--- src/rtl/lbdr_gen.sv ---
// Packet-aware LBDR routing unit for one router input port.
// Latches the header route until the tail flit is consumed.
module lbdr_gen #(
  parameter int X_W = 2,
  parameter int Y_W = 2,
  parameter int ADDR_W = X_W + Y_W,
  parameter logic [7:0] DEF_RXY = 8'h3C,
  parameter logic [3:0] DEF_CX = 4'hF,
  parameter logic [ADDR_W-1:0] DEF_ADDR = 5,
  parameter logic [2:0] HEADER = 3'b001,
  parameter logic [2:0] PAYLOAD = 3'b010,
  parameter logic [2:0] TAIL = 3'b100
) (
  input  logic              clk,
  input  logic              rst,
  input  logic              cfg_we,
  input  logic [7:0]        cfg_rxy,
  input  logic [3:0]        cfg_cx,
  input  logic [ADDR_W-1:0] cfg_cur_addr,
  input  logic              empty,
  input  logic [2:0]        flit_id,
  input  logic [ADDR_W-1:0] dst_addr,
  input  logic              rd_en,
  output logic              Nport,
  output logic              Eport,
  output logic              Wport,
  output logic              Sport,
  output logic              Lport,
  output logic              route_valid,
  output logic              route_err,
  output logic              proto_err,
  output logic              busy
);

  typedef enum logic {IDLE, ROUTED} state_e;

  state_e state_q, state_d;
  logic [7:0] rxy_q, rxy_d;
  logic [3:0] cx_q, cx_d;
  logic [ADDR_W-1:0] addr_q, addr_d;
  logic [4:0] ports_q, ports_d;
  logic rv_q, rv_d;
  logic re_q, re_d;
  logic pe_q, pe_d;

  logic [X_W-1:0] x_cur, x_dst;
  logic [Y_W-1:0] y_cur, y_dst;
  logic n1, s1, e1, w1;
  logic rn, re, rw, rs, rl;
  logic [4:0] route;
  logic is_hdr, is_pay, is_tail;

  assign x_cur = addr_q[X_W-1:0];
  assign y_cur = addr_q[ADDR_W-1:X_W];
  assign x_dst = dst_addr[X_W-1:0];
  assign y_dst = dst_addr[ADDR_W-1:X_W];

  assign n1 = y_dst < y_cur;
  assign s1 = y_cur < y_dst;
  assign e1 = x_cur < x_dst;
  assign w1 = x_dst < x_cur;

  // rxy = {Rsw,Rse,Rws,Rwn,Res,Ren,Rnw,Rne}, cx = {Cs,Cw,Ce,Cn}
  assign rn = ((n1 & ~e1 & ~w1) | (n1 & e1 & rxy_q[0])
             | (n1 & w1 & rxy_q[1])) & cx_q[0];
  assign re = ((e1 & ~n1 & ~s1) | (e1 & n1 & rxy_q[2])
             | (e1 & s1 & rxy_q[3])) & cx_q[1];
  assign rw = ((w1 & ~n1 & ~s1) | (w1 & n1 & rxy_q[4])
             | (w1 & s1 & rxy_q[5])) & cx_q[2];
  assign rs = ((s1 & ~e1 & ~w1) | (s1 & e1 & rxy_q[6])
             | (s1 & w1 & rxy_q[7])) & cx_q[3];
  assign rl = ~n1 & ~e1 & ~w1 & ~s1;
  assign route = {rn, re, rw, rs, rl};

  assign is_hdr  = flit_id == HEADER;
  assign is_pay  = flit_id == PAYLOAD;
  assign is_tail = flit_id == TAIL;

  always_comb begin
    state_d = state_q;
    rxy_d   = rxy_q;
    cx_d    = cx_q;
    addr_d  = addr_q;
    ports_d = ports_q;
    rv_d    = rv_q;
    re_d    = re_q;
    pe_d    = 1'b0;
    unique case (state_q)
      IDLE: begin
        if (cfg_we) begin
          rxy_d  = cfg_rxy;
          cx_d   = cfg_cx;
          addr_d = cfg_cur_addr;
        end
        if (!empty) begin
          if (is_hdr) begin
            ports_d = route;
            rv_d    = 1'b1;
            re_d    = route == 5'd0;
            state_d = ROUTED;
          end else begin
            pe_d = 1'b1;
          end
        end
      end
      ROUTED: begin
        if (!empty) begin
          // a header before the tail restarts the packet
          if (is_hdr) begin
            ports_d = route;
            re_d    = route == 5'd0;
            pe_d    = 1'b1;
          end else if (is_tail) begin
            if (rd_en) begin
              ports_d = 5'd0;
              rv_d    = 1'b0;
              re_d    = 1'b0;
              state_d = IDLE;
            end
          end else if (!is_pay) begin
            pe_d = 1'b1;
          end
        end
      end
      default: state_d = IDLE;
    endcase
  end

  always_ff @(posedge clk or negedge rst) begin
    if (!rst) begin
      state_q <= IDLE;
      rxy_q   <= DEF_RXY;
      cx_q    <= DEF_CX;
      addr_q  <= DEF_ADDR;
      ports_q <= 5'd0;
      rv_q    <= 1'b0;
      re_q    <= 1'b0;
      pe_q    <= 1'b0;
    end else begin
      state_q <= state_d;
      rxy_q   <= rxy_d;
      cx_q    <= cx_d;
      addr_q  <= addr_d;
      ports_q <= ports_d;
      rv_q    <= rv_d;
      re_q    <= re_d;
      pe_q    <= pe_d;
    end
  end

  assign {Nport, Eport, Wport, Sport, Lport} = ports_q;
  assign route_valid = rv_q;
  assign route_err   = re_q;
  assign proto_err   = pe_q;
  assign busy        = state_q == ROUTED;

endmodule

--- config.mk ---
export PLATFORM = sky130hd
export DESIGN_NAME = lbdr_gen
export DESIGN_NICKNAME = d
export VERILOG_FILES = /design/src/rtl/lbdr_gen.sv
export SDC_FILE = /design/constraint.sdc
export NUM_CORES = 1
export LEC_CHECK = 0
export CAP_MARGIN = 30
export CORE_UTILIZATION = 46
export DETAILED_ROUTE_END_ITERATION = 16
export PLACE_DENSITY = 0.9
export SETUP_SLACK_MARGIN = 0.1
export SLEW_MARGIN = 40
export SYNTH_ARGS = -nofsm -noshare
export SYNTH_HDL_FRONTEND = slang
export SYNTH_SLANG_ARGS = --single-unit
--- constraint.sdc ---
create_clock -name clk -period 1.92 [get_ports clk]
set_input_delay 0.48 -clock clk [delete_from_list [all_inputs] [get_ports clk]]
set_output_delay 0.48 -clock clk [all_outputs]
set_load 0.01 [all_outputs]
======== Word level (Yosys, flattened, before mapping) ========
Cells that the tools add are included.
cells by class
  order comparisons ....................... 4
  equality and inequality tests ........... 11
  bitwise gates (word level) .............. 40
  reductions and logical operators ........ 4
  mux-type cells .......................... 33
operators with widths
  cell                                                             number
  5-bit 2-to-1 mux                                                 6
  1-bit bitwise AND                                                27
  1-bit 2-to-1 mux                                                 22
  2-bit != test, second input constant                             5
  5-bit one-hot mux with 2 select lines                            1
  2-bit less-than comparator                                       4
  1-bit OR                                                         8
  1-bit one-hot mux with 2 select lines                            4
  6-bit AND reduction                                              1
  5-bit logical NOT                                                1
  1-bit NOT                                                        5
  5-bit AND reduction                                              1
  3-bit by 1-bit == test with 1-bit output, second input constant  1
  3-bit by 2-bit == test with 1-bit output, second input constant  1
  3-bit == test, second input constant                             1
  3-bit by 1-bit != test with 1-bit output, second input constant  1
  3-bit by 2-bit != test with 1-bit output, second input constant  1
  2-bit by 1-bit != test with 1-bit output, second input constant  1
  2-bit AND reduction                                              1
word-level totals
  input port bits ......................... 28
  word-level logic and storage cells ...... 100
  register bits ........................... 25

======== Depth between registers and ports, before layout ========
  word-level depth ........................ 11
  depth in mapped cells ................... 7

======== Least setup slack after synthesis ========
Ideal clock, no wire load.
  kind .................................... input to register
  from .................................... input dst_addr[3]
  to ...................................... register re_q, in the netlist route_err
  setup slack ............................. 147 ps
  data required time ...................... 1,828 ps
  arrival ................................. 1,681 ps
  stages .................................. 6
  cell sequence ........................... inv_1 > ha_1 > a21o_2 > o211a_1 > a211o_1 > o31ai_2
on the way
  cells in the longest elaborated chain, start to end .. 11
  elaborated cells on any way between the ends .. 45
  those cells by class .................... order compare (2); mux (5); bitwise (37); reduce/logical (1)
RTL lines
  item                                                       RTL line    RTL
  from (decl)                                                22          input logic [ADDR_W-1:0] dst_addr,
  2-bit less-than comparator                                 58          assign n1 = y_dst < y_cur;
  1-bit NOT                                                  66, 68, 72
  1-bit bitwise AND, on equally long branches (2 in series)  68, 66
  1-bit OR, on equally long branches                         68, 66
  1-bit OR, on equally long branches                         69, 67
  1-bit bitwise AND, on equally long branches                69, 67
  5-bit logical NOT *                                        99, 111
  1-bit 2-to-1 mux, on equally long branches                 109, 96
  1-bit 2-to-1 mux, on equally long branches                 107, 95
  1-bit one-hot mux with 2 select lines *                    88          unique case (state_q)
  to (signal assigned)                                       146         re_q <= re_d;
  to (decl)                                                  43          logic re_q, re_d;
Every way passes the cells marked *; elsewhere a longest branch is shown, timed or not. The select of a mux whose other input is x is not followed.
A chain may end at the register's enable or synchronous reset.

======== Final worst setup path ========
  from .................................... register addr_q[1]
  to ...................................... register re_q, in the netlist route_err
on the way
  cells in the longest elaborated chain, start to end .. 11
  elaborated cells on any way between the ends .. 45
  those cells by class .................... order compare (2); mux (5); bitwise (37); reduce/logical (1)
RTL lines
  item                                                       RTL line    RTL
  from (decl)                                                40          logic [ADDR_W-1:0] addr_q, addr_d;
  from (signal assigned)                                     143         addr_q <= addr_d;
  2-bit less-than comparator                                 60          assign e1 = x_cur < x_dst;
  1-bit NOT                                                  64, 70, 72
  1-bit bitwise AND, on equally long branches (2 in series)  70, 64
  1-bit OR, on equally long branches                         70, 64
  1-bit OR, on equally long branches                         71, 65
  1-bit bitwise AND, on equally long branches                71, 65
  5-bit logical NOT *                                        99, 111
  1-bit 2-to-1 mux, on equally long branches                 109, 96
  1-bit 2-to-1 mux, on equally long branches                 107, 95
  1-bit one-hot mux with 2 select lines *                    88
Marked as above.

==> results.md <==
- Critical Path Fanout Max: 4
- Min Clock Period, post-route: between 1.5 and 2 ns
- Detailed-route wire length per cell: ~18 µm
- Drt first pass iters: 4
- Antenna-violating nets left: 0
- Dpl hpwl: approximately 2300 µm
- Row count: 18
- Critical path class: reg -> reg
- Largest stage delay, worst path: between 0.3 and 0.4 ns
- Nets@finish: between 150 and 200
- Clk Latency, worst-skew pair: between 0.3 and 0.4 ns
- Number of max-cap violations: 0
- Layout cells sized above 1: 42.50%
- Worst reg2reg path startpoint: addr_q[1]$_DFFE_PN0P_
- CTS sink count: 25
- Initial antenna violation count: 0
- Die Wd: roughly 54 µm
- CP max stage cell: dfrtp_1
- Slew margin rel.: between 70% and 80%
- Worst Path Required: ~2.2 ns
- Slew Limit Fails: 0
- Hold_ws: 0.4890 ns
- Peak supply drop: 0.0006535 V
- Pleak: ~0.00078 µW
- Syn-to-layout area delta: 47.61%
- First-pass GRT wire length: just over 5000 µm
- Number of synthesized flops with an enable pin: 0
- Boundary Pins: 37
- Post-synthesis sequential area ratio: about half
- Routed vias/inst: between 5 and 6
- Unrepaired setup endpoints after global routing: yes
- Grt total ovfl: 0
- R2R setup slack: about 0.12 ns
- Largest net degree at the start of global routing: 26
- Via count: roughly 1,100
- Synth cell types: 37
- Post-Place Worst Slack: -0.4415 ns
- DR iter-0 viols: 15
- TritonCTS Buffers: 3
- Worst R2R Path Depth: 7
- Flops & latches, synth: 25
- Dpl cell area: 1738 µm²
- Cells after synthesis: between 100 and 150
- Slew @ Worst Pin: 0.3429 ns
- Final period util: roughly 94%
- Worst Path Arrival: a little over 2 ns
- Placeable Area: 2522 µm²
- Mapped Avg Cell Area: around 12 µm²
- Worst Setup End Kind: register
- Worst r2r dst: route_err$_DFFE_PN0P_
- Mapped Nets: about 140
- Port buffer count: 36
- Root cell of the clock tree: clkbuf_4
- Hold buffer count at cts: 0
- Synth Cell Area: 1256 µm²
- DRC violations left: 0
- Fin area: approximately 1900 µm²
- Total GRT Usage: roughly a quarter
- Fmax: roughly 560 MHz
- GP Congestion: between 0.8 and 0.9
- H-tree Lvls: 1
- Synth warn: 0
- Clock buffer depth: 2
- CTS tree: done
- Routed WL: between 3000 and 4000 µm
- Critical path launch point type: register
- Synth Flop Type: dfrtp_1
- Setup violations, final: 0
- Inserted Diodes: 0
- Crit path cell chain: inv_1, ha_4, and2b_2, o21ai_2, a2111oi_2, a211o_1, o31ai_2
- Pwr Density: ~790 nW/µm²
- Async set or reset register ratio after synthesis: 100.0%
- Clk_skew: 0.01829 ns
- Status: complete, no violations
- Clock Pin Slew Worst Setup and Hold Paths: approximately 0.16 ns
- Vias in the first global route: between 1,000 and 1,500
- Setup WS post-layout: roughly 0.12 ns
- DIE AREA: ~3000 µm²
- Starting Density: 49.80%
- Die Span Y: roughly 54 µm
- Hold Crit Class: in -> async
- Final Hold Fails: 0
synthesized netlist by cell type, types with 2 or more instances:
library cell,number,area [µm²]
dfrtp_1,15,375.4
mux2_2,14,157.7
dfstp_2,10,262.8
nor2_1,7,26.28
inv_1,6,22.52
nand2_1,5,18.77
nor3_1,5,25.02
o21ai_0,5,25.02
ha_1,4,50.05
a22o_2,3,30.03
nor2b_1,3,18.77
a21oi_1,2,10.01
buf_2,2,10.01
nand2b_1,2,12.51
nand3_1,2,10.01
worst max-delay path by stage:
stage          cells after the start             startpoint                     end
6_report                           7  addr_q[1]$_DFFE_PN0P_   route_err$_DFFE_PN0P_
3_3_place_gp                       8            dst_addr[3]  ports_q[1]$_DFFE_PN0P_
5_1_grt                            7  addr_q[1]$_DFFE_PN0P_   route_err$_DFFE_PN0P_
3_5_place_dp                       7            dst_addr[1]   route_err$_DFFE_PN0P_
2_1_floorplan                      6            dst_addr[3]   route_err$_DFFE_PN0P_
4_1_cts                            9            dst_addr[0]   route_err$_DFFE_PN0P_
sequential cells by signal, indices dropped and copies added, names as in the netlist:
| signal | cells |
|---|---|
| rxy_q | 8 |
| ports_q | 5 |
| addr_q | 4 |
| cx_q | 4 |
| busy | 1 |
| proto_err | 1 |
| route_err | 1 |
| route_valid | 1 |
through the flow:
| stage | TNS (ns) | power [µW] | util, % | instances |
|---|---|---|---|---|
| after floorplan | 0 | 898.1 | - | 107 |
| after global placement | -1.426 | 1119 | 68.90 | 184 |
| after detailed placement | -1.831 | 1149 | 68.90 | 184 |
| after CTS | 0 | 1425 | 72.52 | 189 |
| after global routing | 0 | 1537 | 73.51 | 190 |
| final | 0 | 1470 | 73.51 | 190 |
kinds of logic after synthesis:
| family | share of synthesized area, % |
|---|---|
| and+or+nand+nor | 15.44 |
| DFF | 50.80 |
| AOI/OAI and AO/OA | 13.05 |
| muxes | 12.55 |
| buffers and inverters | 3.486 |
| adders and majority gates | 3.984 |
| xor gates and xnor gates | 0.6973 |
power breakdown:
part,switching (µW),internal (µW)
registers,59.2,631
clock network,170,78.0
logic,231,300
critical path: cells and delay by family, from the launching register on:
kind	cells	cell delay, ns
compound gates	4	0.74
flops	1	0.39
simple gates	1	0.25
fa+ha+maj	1	0.23
buf+inv	1	0.11
placed cells by master (no fill, tap or decap), types with 3 or more instances in the layout:
cell             synthesis  final
nand2_1                  5      3
dfrtp_1                 15     14
nor2b_1                  3      3
buf_4                    0     16
mux2_2                  14     14
nor3_1                   5      3
dfstp_2                 10     10
a22o_2                   3      3
o21ai_0                  5      3
clkdlybuf4s50_1          0     32
dlygate4sd2_1            0      3
clkbuf_4                 0      3
ha_4                     0      3
nor2_1                   7      6
inv_1                    6      4
area by class of cell:
| type | count | area [µm²] |
|---|---|---|
| fillers | 171 | 668.1 |
| multi-input cells | 73 | 648.1 |
| flip-flops and latches | 25 | 639.4 |
| repair buffers | 52 | 479.2 |
| well taps | 30 | 37.54 |
| clock buffers | 3 | 22.52 |
| inverters | 6 | 22.52 |
| clock inverters | 1 | 5.005 |
repair_timing:
action | 4_1_cts | 5_1_grt
resized for setup | 17 | 5
setup buffers | 1 | 1
endpoints found under the setup margin | 6 | 4
pin swaps | 7 | 3
layer usage:
metal	up-vias	track usage, %	routed length, µm	part of all wire, %
li1	489	-	-	-
met2	44	46.34	1824	54
met4	0	8.120	136	4.0
met5	-	0	0	0
met1	520	28.62	1297	38
met3	15	3.611	124	3.7
(Power assumes the default switching activity.)
